==> src/rtl/magic_nor_sequencer.sv <==
// magic_nor_sequencer: fetches inv1/nor2 gate words and issues MAGIC INIT/EVAL/READ commands to a crossbar
module magic_nor_sequencer #(
  parameter int ADDR_W = 6,
  parameter int PC_W = 8,
  parameter int NUM_OUT = 4,
  localparam int INSTR_W = 2 + 3*ADDR_W
) (
  input  logic               clk,
  input  logic               rst_n,
  input  logic               start,
  input  logic               abort,
  output logic               busy,
  output logic               done,
  output logic               err,
  output logic [NUM_OUT-1:0] result,
  output logic [15:0]        op_count,
  output logic               pmem_en,
  output logic [PC_W-1:0]    pmem_addr,
  input  logic [INSTR_W-1:0] pmem_rdata,
  output logic               cmd_valid,
  input  logic               cmd_ready,
  output logic [1:0]         cmd_op,
  output logic [ADDR_W-1:0]  cmd_a,
  output logic [ADDR_W-1:0]  cmd_b,
  output logic [ADDR_W-1:0]  cmd_c,
  input  logic               rd_valid,
  input  logic               rd_data
);
  localparam logic [2:0] S_IDLE = 3'd0, S_FETCH = 3'd1, S_DECODE = 3'd2, S_INIT = 3'd3,
                         S_EVAL = 3'd4, S_RD = 3'd5, S_RD_WAIT = 3'd6, S_DONE = 3'd7;
  localparam int RW = $clog2(NUM_OUT + 1);
  logic [2:0] state;
  logic [PC_W-1:0] pc;
  logic [INSTR_W-1:0] instr;
  logic [RW-1:0] rd_idx;
  logic abort_q;
  logic [1:0] op, nop;
  logic [ADDR_W-1:0] a, b, c;
  logic accept, kill, adv;
  assign op = instr[INSTR_W-1 -: 2];
  assign nop = pmem_rdata[INSTR_W-1 -: 2];
  assign a = instr[3*ADDR_W-1 -: ADDR_W];
  assign b = instr[2*ADDR_W-1 -: ADDR_W];
  assign c = instr[ADDR_W-1:0];
  assign busy = state != S_IDLE;
  assign done = state == S_DONE && !abort;
  assign pmem_en = state == S_FETCH;
  assign pmem_addr = pc;
  assign cmd_valid = state == S_INIT || state == S_EVAL || state == S_RD;
  assign cmd_op = state == S_RD ? 2'b11 : state == S_EVAL ? (op == 2'b00 ? 2'b01 : 2'b10) : 2'b00;
  assign cmd_a = (state == S_EVAL || state == S_RD) ? a : '0;
  assign cmd_b = (state == S_EVAL && op == 2'b00) ? b : '0;
  assign cmd_c = (state == S_INIT || state == S_EVAL) ? c : '0;
  assign accept = cmd_valid && cmd_ready;
  // an abort seen while a command is pending is remembered until that handshake completes
  assign kill = abort || abort_q;
  assign adv = (state == S_EVAL && accept && !kill) || (state == S_RD_WAIT && !abort && rd_valid);
  always_ff @(posedge clk) begin
    if (!rst_n) begin
      state <= S_IDLE;
      pc <= '0;
      instr <= '0;
      rd_idx <= '0;
      abort_q <= 1'b0;
      result <= '0;
      op_count <= '0;
      err <= 1'b0;
    end else begin
      if (accept && op_count != 16'hFFFF) op_count <= op_count + 16'd1;
      if (cmd_valid && abort) abort_q <= 1'b1;
      case (state)
        S_IDLE: begin
          abort_q <= 1'b0;
          if (start && !abort) begin
            state <= S_FETCH;
            pc <= '0;
            result <= '0;
            op_count <= '0;
            err <= 1'b0;
            rd_idx <= '0;
          end
        end
        S_FETCH: state <= abort ? S_IDLE : S_DECODE;
        S_DECODE: begin
          instr <= pmem_rdata;
          state <= abort ? S_IDLE : nop == 2'b11 ? S_DONE : nop == 2'b10 ? S_RD : S_INIT;
        end
        S_INIT: if (accept) state <= kill ? S_IDLE : S_EVAL;
        S_EVAL: if (accept && kill) state <= S_IDLE;
        S_RD: if (accept) state <= kill ? S_IDLE : S_RD_WAIT;
        S_RD_WAIT: begin
          if (abort) state <= S_IDLE;
          else if (rd_valid && rd_idx < RW'(NUM_OUT)) begin
            for (int k = 0; k < NUM_OUT; k++) if (rd_idx == RW'(k)) result[k] <= rd_data;
            rd_idx <= rd_idx + RW'(1);
          end
        end
        default: state <= S_IDLE;
      endcase
      // the last program slot never wraps: running past it is an error
      if (adv) begin
        if (&pc) begin
          err <= 1'b1;
          state <= S_DONE;
        end else begin
          pc <= pc + PC_W'(1);
          state <= S_FETCH;
        end
      end
    end
  end
endmodule

==> config.mk <==
export PLATFORM = sky130hd
export DESIGN_NAME = magic_nor_sequencer
export DESIGN_NICKNAME = d
export VERILOG_FILES = /design/src/rtl/magic_nor_sequencer.sv
export SDC_FILE = /design/constraint.sdc
export NUM_CORES = 1
export LEC_CHECK = 0
export CAP_MARGIN = 30
export CORE_UTILIZATION = 49
export CTS_CLUSTER_SIZE = 24
export DETAILED_ROUTE_END_ITERATION = 7
export HOLD_SLACK_MARGIN = 0.03
export PLACE_DENSITY = 0.91
export REMOVE_ABC_BUFFERS = 1
export SKIP_CTS_REPAIR_TIMING = 1
export SLEW_MARGIN = 20
export SYNTH_ARGS = -nofsm -noshare
export SYNTH_HDL_FRONTEND = slang
export SYNTH_SLANG_ARGS = --single-unit
==> constraint.sdc <==
create_clock -name clk -period 2.1 [get_ports clk]
set_clock_uncertainty 0.05 [all_clocks]
set_input_delay 0.21 -clock clk [delete_from_list [all_inputs] [get_ports clk]]
set_output_delay 0.21 -clock clk [all_outputs]
set_load 0.01 [all_outputs]
# Yosys cells after proc, flatten, opt, wreduce, memory -nomap -nowiden
# Cells that the tools add are included.
classes:
  addsub: 3
  magnitude_cmp: 1
  n_eq_ne: 25
  mux: 43
  n_bitwise: 1
  n_reduce_logical: 32
ops:
  columns: ["cell", "n"]
  rows:
  - ["2-to-1 mux 16 bit", 3]
  - ["2-to-1 mux 3 bit", 15]
  - ["2-to-1 mux 8 bit", 4]
  - ["AND reduction 5 bit", 5]
  - ["one-hot mux 3 bit (7 select lines)", 1]
  - ["2-to-1 mux 6 bit", 3]
  - ["adder 16 x 1 -> 16 bit, second input constant", 1]
  - ["inequality test 16 bit, second input constant", 1]
  - ["equality test 3 x 2 -> 1 bit, second input constant", 4]
  - ["equality test 3 bit, second input constant", 4]
  - ["logical AND 1 bit", 12]
  - ["2-to-1 mux 4 bit", 3]
  - ["inequality test 3 bit, second input constant", 4]
  - ["inequality test 2 x 1 -> 1 bit, second input constant", 5]
  - ["adder 8 x 1 -> 8 bit, second input constant", 1]
  - ["2-to-1 mux 1 bit", 8]
  - ["2-to-1 mux 2 bit", 4]
  - ["one-hot mux 4 bit (2 select lines)", 1]
  - ["AND reduction 8 bit", 1]
  - ["equality test 3 x 1 -> 1 bit, second input constant", 2]
  - ["zero test 3 bit", 2]
  - ["one-hot mux 3 bit (2 select lines)", 1]
  - ["logical OR 1 bit", 5]
  - ["equality test 2 bit, second input constant", 2]
  - ["11 further kinds", 13]
totals:
  reg_bits: 56
  input_bits: 27
  output_inout_bits: 53
  elab_cells: 116

# Depth between registers and ports, before layout
# Gate-level depths: netlist of run 1.
depth:
  ltp_word: 9
  depth_mapped: 8

# Worst setup path before layout of run 1
# OpenSTA, ideal clock, no wires.
synth_timing:
  path_type: "reg-to-reg"
  from: "register state[0]"
  to: "register err"
  setup_time_ns: 0.117
  arrival_ns: 1.620
  required_time_ns: 1.933
  slack_ns: 0.313
  stages_incl_launch_ff: 8
  n_path_buf: 3
  period_less_slack_ns: 1.787
  path_cell_list: "dfxtp_1 > buf_6 > or3_4 > or2_1 > buf_6 > and2_4 > buf_6 > a32o_1"
synth_via:
  elab_chain_len: 8
  word_cells_on_any_way: 16
synth_rtl:
  columns: ["item", "line", "text"]
  rows:
  - ["start: declaration", "32", "logic [2:0] state;"]
  - ["start signal: assignment", "83", "S_FETCH: state <= abort ? S_IDLE : S_DECODE;"]
  - ["start signal: assignment", "86", "state <= abort ? S_IDLE : nop == 2'b11 ? S_DONE : nop == 2'b10 ? S_RD : S_INIT;"]
  - ["start signal: assignment", "88", "S_INIT: if (accept) state <= kill ? S_IDLE : S_EVAL;"]
  - ["equality test 3 x 2 -> 1 bit or equality test 3 bit (tied branches)", "49, 57", null]
  - ["logical OR 1 bit (2 in a row)", "49", "assign cmd_valid = state == S_INIT || state == S_EVAL || state == S_RD;"]
  - ["logical AND 1 bit", "54", "assign accept = cmd_valid && cmd_ready;"]
  - ["logical AND 1 bit (2 in a row)", "57", "assign adv = (state == S_EVAL && accept && !kill) || (state == S_RD_WAIT && !abort && rd_valid);"]
  - ["logical OR 1 bit", "57", null]
  - ["2-to-1 mux 1 bit (*)", "101", "if (adv) begin"]
  - ["end signal: assignment", "67", "err <= 1'b0;"]
  - ["end signal: assignment", "79", "err <= 1'b0;"]
  - ["end signal: assignment", "103", "err <= 1'b1;"]
  - ["end: declaration", "14", "output logic err,"]
# Every way passes the cells marked *; elsewhere a longest branch is shown, timed or not.
# A chain may end at the register's enable or synchronous reset.

# Worst setup path after layout of run 1
layout_timing:
  from: "register state[0]"
  to: "output port cmd_c[5]"
layout_via:
  elab_chain_len: 3
  word_cells_on_any_way: 4
layout_rtl:
  columns: ["item", "line", "text"]
  rows:
  - ["equality test 3 x 2 -> 1 bit or equality test 3 bit (tied branches)", "53", "assign cmd_c = (state == S_INIT || state == S_EVAL) ? c : '0;"]
  - ["logical OR 1 bit (*)", "53", null]
  - ["2-to-1 mux 6 bit (*)", "53", null]
  - ["end: declaration", "25", "output logic [ADDR_W-1:0] cmd_c,"]
# Marks and branches as above.

==> results of run 1 <==
## tightest hold or removal path: stages
cell,delay (ns)
clkdlybuf4s50_1,0.39
nand2_1,0.05
a21boi_0,0.06
## state kept, by name (all words and copies together) (netlist names)
register   cells
state          3
abort_q        1
instr         20
op_count      16
result         4
rd_idx         3
pmem_addr      8
err            1
## synth_stat cells (all sizes together), types with 6 or more instances
master / count / area, um^2
clkbuf: 10 / 37.5
nand3: 9 / 45.0
nor3b: 7 / 62.6
xnor2: 11 / 96.3
nand2b: 7 / 43.8
ha: 7 / 87.6
buf: 9 / 61.3
nor2: 30 / 113
and2: 25 / 159
a21oi: 7 / 35.0
nor2b: 6 / 37.5
nand2: 71 / 267
a21boi: 27 / 203
o21ai: 20 / 104
dfxtp: 56 / 1120
## path summary, 6_finish.rpt
kind / endpoint / depth (start not counted) / slack (ns)
setup / recovery: cmd_c[5] / 4 / -0.01
hold / removal: instr[1] / 3 / 0.40
setup reg to reg: op_count[12] / 6 / 0.21
hold reg to reg: instr[9] / 2 / 0.41
## logic make-up after synthesis
family | Yosys count | synth area share, %
xor gates and xnor gates | 13 | 3.81
and+or+nand+nor | 187 | 31.9
AOI/OAI and AO/OA | 78 | 18.5
adders and majority gates | 7 | 2.93
muxes | 4 | 1.34
DFF | 56 | 37.6
buffers and inverters | 24 | 3.94
## routing by layer
layer | routed length (um) | vias up | GRT usage (%)
li1 | - | 1454 | -
met1 | 3260 | 1392 | 29.1
met2 | 3550 | 94 | 42.0
met3 | 372 | 9 | 4.09
met4 | 72 | 0 | 6.25
met5 | 0 | - | 0
## power breakdown
| group | internal [uW] | leakage, uW | switching, uW |
|---|---|---|---|
| combinational | 215 | 0.00109 | 232 |
| clock | 355 | 0.0000552 | 358 |
| sequential | 1100 | 0.000453 | 29.4 |
## metrics by stage
step	std cells	setup TNS, ns	hold slack [ns]	util (%)
floorplan	350	-1.58	0.274	-
global placement	525	0	0.395	66.8
detailed placement	525	0	0.403	66.8
CTS	533	-1.74	0.395	68.7
global route	535	-0.460	0.404	69.6
finish	535	-0.0146	0.396	69.6
## area by class of cell
type	count	share of cell area, %
well taps	75	2.29
clock buffers	6	1.77
flip-flops and latches	56	27.4
inverters	5	0.458
multi-input cells	289	43.2
clock inverters	2	0.855
repair buffers	102	24.0
==> out/qor.txt, run 1 <==
CP max-delay cell - clkdlybuf4s50_1
crit-path leading delay family - buffers and inverters
Row Count - 28
initial antenna violation count - 0
crit path cell chain - nand2b_1, o22ai_2, and2_1, clkdlybuf4s50_1
area post-placement - 0.00393 mm^2
DR pass1 iterations - 5
CTS max path bufs - 2
Die Width - 80.1 um
final setup margin - -0.0108 ns
Hold Startpoint - pmem_rdata[1]
routed vias - 2949
Seq cells post-synth - 56
synth-to-layout area growth - 37.2%
Critical Path Max Stage Delay - 0.56 ns
final net count - 493
failing checks - setup timing
number of synthesized flops with an enable pin - 0
Initial Util - 50.7%
Final Max Tran Viols - 0
power density over the cells - 559 mW/mm^2
Post-Route WL - 7.25 mm
Syn. warnings - 0
crit end category - primary output
pin count of the biggest net entering global routing - 21
Die ar. - 0.00641 mm^2
post-layout min period - 2.11 ns
GRT Resource Usage Total - 23.6%
vias in the first global route - 2714
maximum vdd ir drop - 0.284 mV
Antenna Nets Post-Route - 0
Synth Flop Type - dfxtp_1
CP Buf/Inv Count - 1
Static Leak - 0.00160 uW
Worst Path Arrival - 1.85 ns
clock sink total - 56
Async S/R FF share, synth - 0%
Place WS - 0.126 ns
Synth cell types - 55
CTS tree - done
final instance area - 0.00410 mm^2
worst hold path class - input port to flip-flop
max-cap violations - 0
Vias/cell - 5.51
clk_lat worst skew - 0.32 ns
first-pass GRT wire length - 12.1 mm
Reg area - 0.00112 mm^2
Root Driver - clkbuf_8
Post-Syn Area - 0.00299 mm^2
Tcrit/Tclk final - 101%
Initial DRC Count - 154
share of cells above drive strength 1 - 10.2%
clk slew on worst S/H paths - 0.10 ns
post-synthesis cell count - 369
Power Total - 2290 uW
Reg-to-Reg Start - state[1]
n_diodes - 0
core footprint - 0.00589 mm^2
final setup fails - 2
Congestion Overflow GR - 0
post-synthesis average cell area - 8.09 um^2
# port buffers - 79
Slew HR - 62.9%
H-tree lvl count - 2
critical path type - flip-flop to primary output
highest clock rate - 474 MHz
Routability Congestion - 0.918
CP max FO - 6
Avg WL per Cell - 13.6 um
crit path launch type - flip-flop
RSZ-0062 raised after global routing - true
Seq/Total Area, Yosys - 37.6%
outcome - finished, violations left
Top Ports - 80
final hold violations - 0
CTS buffer count - 5
commonest cells after routing, fill and taps aside - nand2_1, clkdlybuf4s50_1, dfxtp_1
Filler cells - 451
crit path launch - state[0]
Die Span Y - 80.1 um
worst path required time - 1.84 ns
DR DRC count - 0
footprint of the multi-input gates - 0.00177 mm^2
worst slew pin tran - 0.553 ns
HPWL after detailed placement - 5.36 mm
(Power assumes the default switching activity.)
==> inputs of run 2 (changes only) <==
--- a/config.mk
+++ b/config.mk
@@ -5,7 +5,6 @@
 export SDC_FILE = /design/constraint.sdc
 export NUM_CORES = 1
 export LEC_CHECK = 0
-export CAP_MARGIN = 30
 export CORE_UTILIZATION = 49
 export CTS_CLUSTER_SIZE = 24
 export DETAILED_ROUTE_END_ITERATION = 7
@@ -17,3 +16,4 @@
 export SYNTH_ARGS = -nofsm -noshare
 export SYNTH_HDL_FRONTEND = slang
 export SYNTH_SLANG_ARGS = --single-unit
+export TNS_END_PERCENT = 5
==> run 2 against run 1 <==
The flow now finishes without violations. Hold slack is essentially flat. Maximum frequency up 0.66%. Non-clock buffer count fell by 2. Routed wire length decreased by 0.51%. Largest power group unchanged. Power fell by 0.11%. Largest cell class unchanged.
==> out/qor.txt, run 2 (same netlist as run 1, synthesis figures left out) <==
Post-Route WL - 7.22 mm (was 7.25 mm)
Critical Path Max Stage Delay - 0.56 ns (about the same)
footprint of the multi-input gates - 0.00177 mm^2 (unchanged)
highest clock rate - 477 MHz (was 474 MHz)
routed vias - 2917 (was 2949)
final instance area - 0.00408 mm^2 (was 0.00410 mm^2)
most flop-heavy register - instr (unchanged)
CTS max path bufs - 2 (unchanged)
Root Driver - clkbuf_8 (unchanged)
RSZ-0062 raised after global routing - true (unchanged)
power density over the cells - 560 mW/mm^2 (was 559 mW/mm^2)
DR DRC count - 0 (unchanged)
final hold violations - 0 (unchanged)
GRT met1 Usage - 29.1% (unchanged)
Top Ports - 80 (unchanged)
share of cells above drive strength 1 - 9.83% (was 10.2%)
Final Max Tran Viols - 0 (unchanged)
max-cap violations - 0 (unchanged)
Avg WL per Cell - 13.5 um (was 13.6 um)
Antenna Nets Post-Route - 0 (unchanged)
Filler cells - 454 (was 451)
pin count of the biggest net entering global routing - 21 (unchanged)
synth-to-layout area growth - 36.7% (was 37.2%)
clk_lat worst skew - 0.32 ns (about the same)
CP Buf/Inv Count - 1 (unchanged)
DR pass1 iterations - 4 (was 5)
Slew HR - 62.7% (was 62.9%)
final setup fails - 0 (was 2)
worst slew pin tran - 0.556 ns (was 0.553 ns)
n_diodes - 0 (unchanged)
commonest cells after routing, fill and taps aside - nand2_1, clkdlybuf4s50_1, dfxtp_1 (unchanged)
Die Width - 80.1 um (unchanged)
Static Leak - 0.00159 uW (was 0.00160 uW)
Vias/cell - 5.47 (was 5.51)
crit end category - primary output (unchanged)
vias in the first global route - 2714 (unchanged)
critical path type - flip-flop to primary output (unchanged)
Routability Congestion - 0.918 (unchanged)
CP max FO - 6 (unchanged)
Initial Util - 50.7% (unchanged)
area post-placement - 0.00393 mm^2 (unchanged)
maximum vdd ir drop - 0.284 mV (about the same)
Die Span Y - 80.1 um (unchanged)
HPWL after detailed placement - 5.36 mm (unchanged)
met3 Use GR - 4.09% (unchanged)
Reg area - 0.00112 mm^2 (unchanged)
CP max-delay cell - clkdlybuf4s50_1 (unchanged)
M2 GR Usage - 42.0% (unchanged)
Power Total - 2290 uW (about the same)
Tcrit/Tclk final - 99.9% (was 101%)
H-tree lvl count - 2 (unchanged)
core footprint - 0.00589 mm^2 (unchanged)
crit path launch type - flip-flop (unchanged)
Congestion Overflow GR - 0 (unchanged)
post-layout min period - 2.10 ns (was 2.11 ns)
final net count - 491 (was 493)
# port buffers - 79 (unchanged)
Worst Path Arrival - 1.84 ns (was 1.85 ns)
outcome - complete, no violations (was finished, violations left)
Row Count - 28 (unchanged)
clock sink total - 56 (unchanged)
max FFs per register - 20 (unchanged)
worst path required time - 1.84 ns (about the same)
CTS tree - done (unchanged)
GRT Resource Usage Total - 23.6% (unchanged)
crit-path leading delay family - buffers and inverters (unchanged)
worst hold path class - input port to flip-flop (unchanged)
layer with the highest usage - met2 (unchanged)
first-pass GRT wire length - 12.1 mm (unchanged)
hold slack - 0.396 ns (about the same)
Initial DRC Count - 137 (was 154)
clk slew on worst S/H paths - 0.10 ns (about the same)
initial antenna violation count - 0 (unchanged)
Die ar. - 0.00641 mm^2 (unchanged)
crit path cell chain - nand2b_1, o22ai_2, and2_1, clkdlybuf4s50_1 (unchanged)
CTS buffer count - 5 (unchanged)
fin util - 69.3% (was 69.6%)
==> run 2: changes by cell type in the layout (fill, tap and decap cells not counted), sizes merged <==
cell | before | now
buf | 23 | 21
==> run 2: area by class of cell <==
cell class                      instances  area share [%]
Multi-Input combinational cell        289            43.3
Clock buffer                            6            1.78
Tap cell                               75            2.30
Timing Repair Buffer                  100            23.7
Clock inverter                          2           0.858
Sequential cell                        56            27.5
Inverter                                5           0.460
==> run 2: tightest hold or removal path: stages <==
cell and delay, ns:
clkdlybuf4s50_1 0.39, nand2_1 0.05, a21boi_0 0.06
==> run 2: stage by stage <==
step	instances	setup slack, ns	TNS, ns
3_5_place_dp	525	0.126	0
6_report	533	0.00310	0
5_1_grt	533	-0.0780	-0.460
3_3_place_gp	525	0.154	0
4_1_cts	533	-0.204	-1.74
2_1_floorplan	350	-0.258	-1.58
==> run 2: final timing paths <==
path,startpoint,end,slack [ns],cells after the start
setup reg to reg,state[1],op_count[12],0.21,6
setup / recovery,state[0],cmd_c[5],0.003,4
hold reg to reg,instr[9],instr[9],0.41,2
hold / removal,pmem_rdata[1],instr[1],0.40,3
==> run 2: power by group <==
part,switching [uW],internal [uW]
clock,359,355
sequential,29.0,1100
combinational,230,213
total,619,1670
==> run 2: layer usage <==
layer | vias to the layer above | wire length (um)
met5 | - | 0
met4 | 0 | 59
met3 | 7 | 311
met2 | 77 | 3510
met1 | 1382 | 3330
li1 | 1451 | -
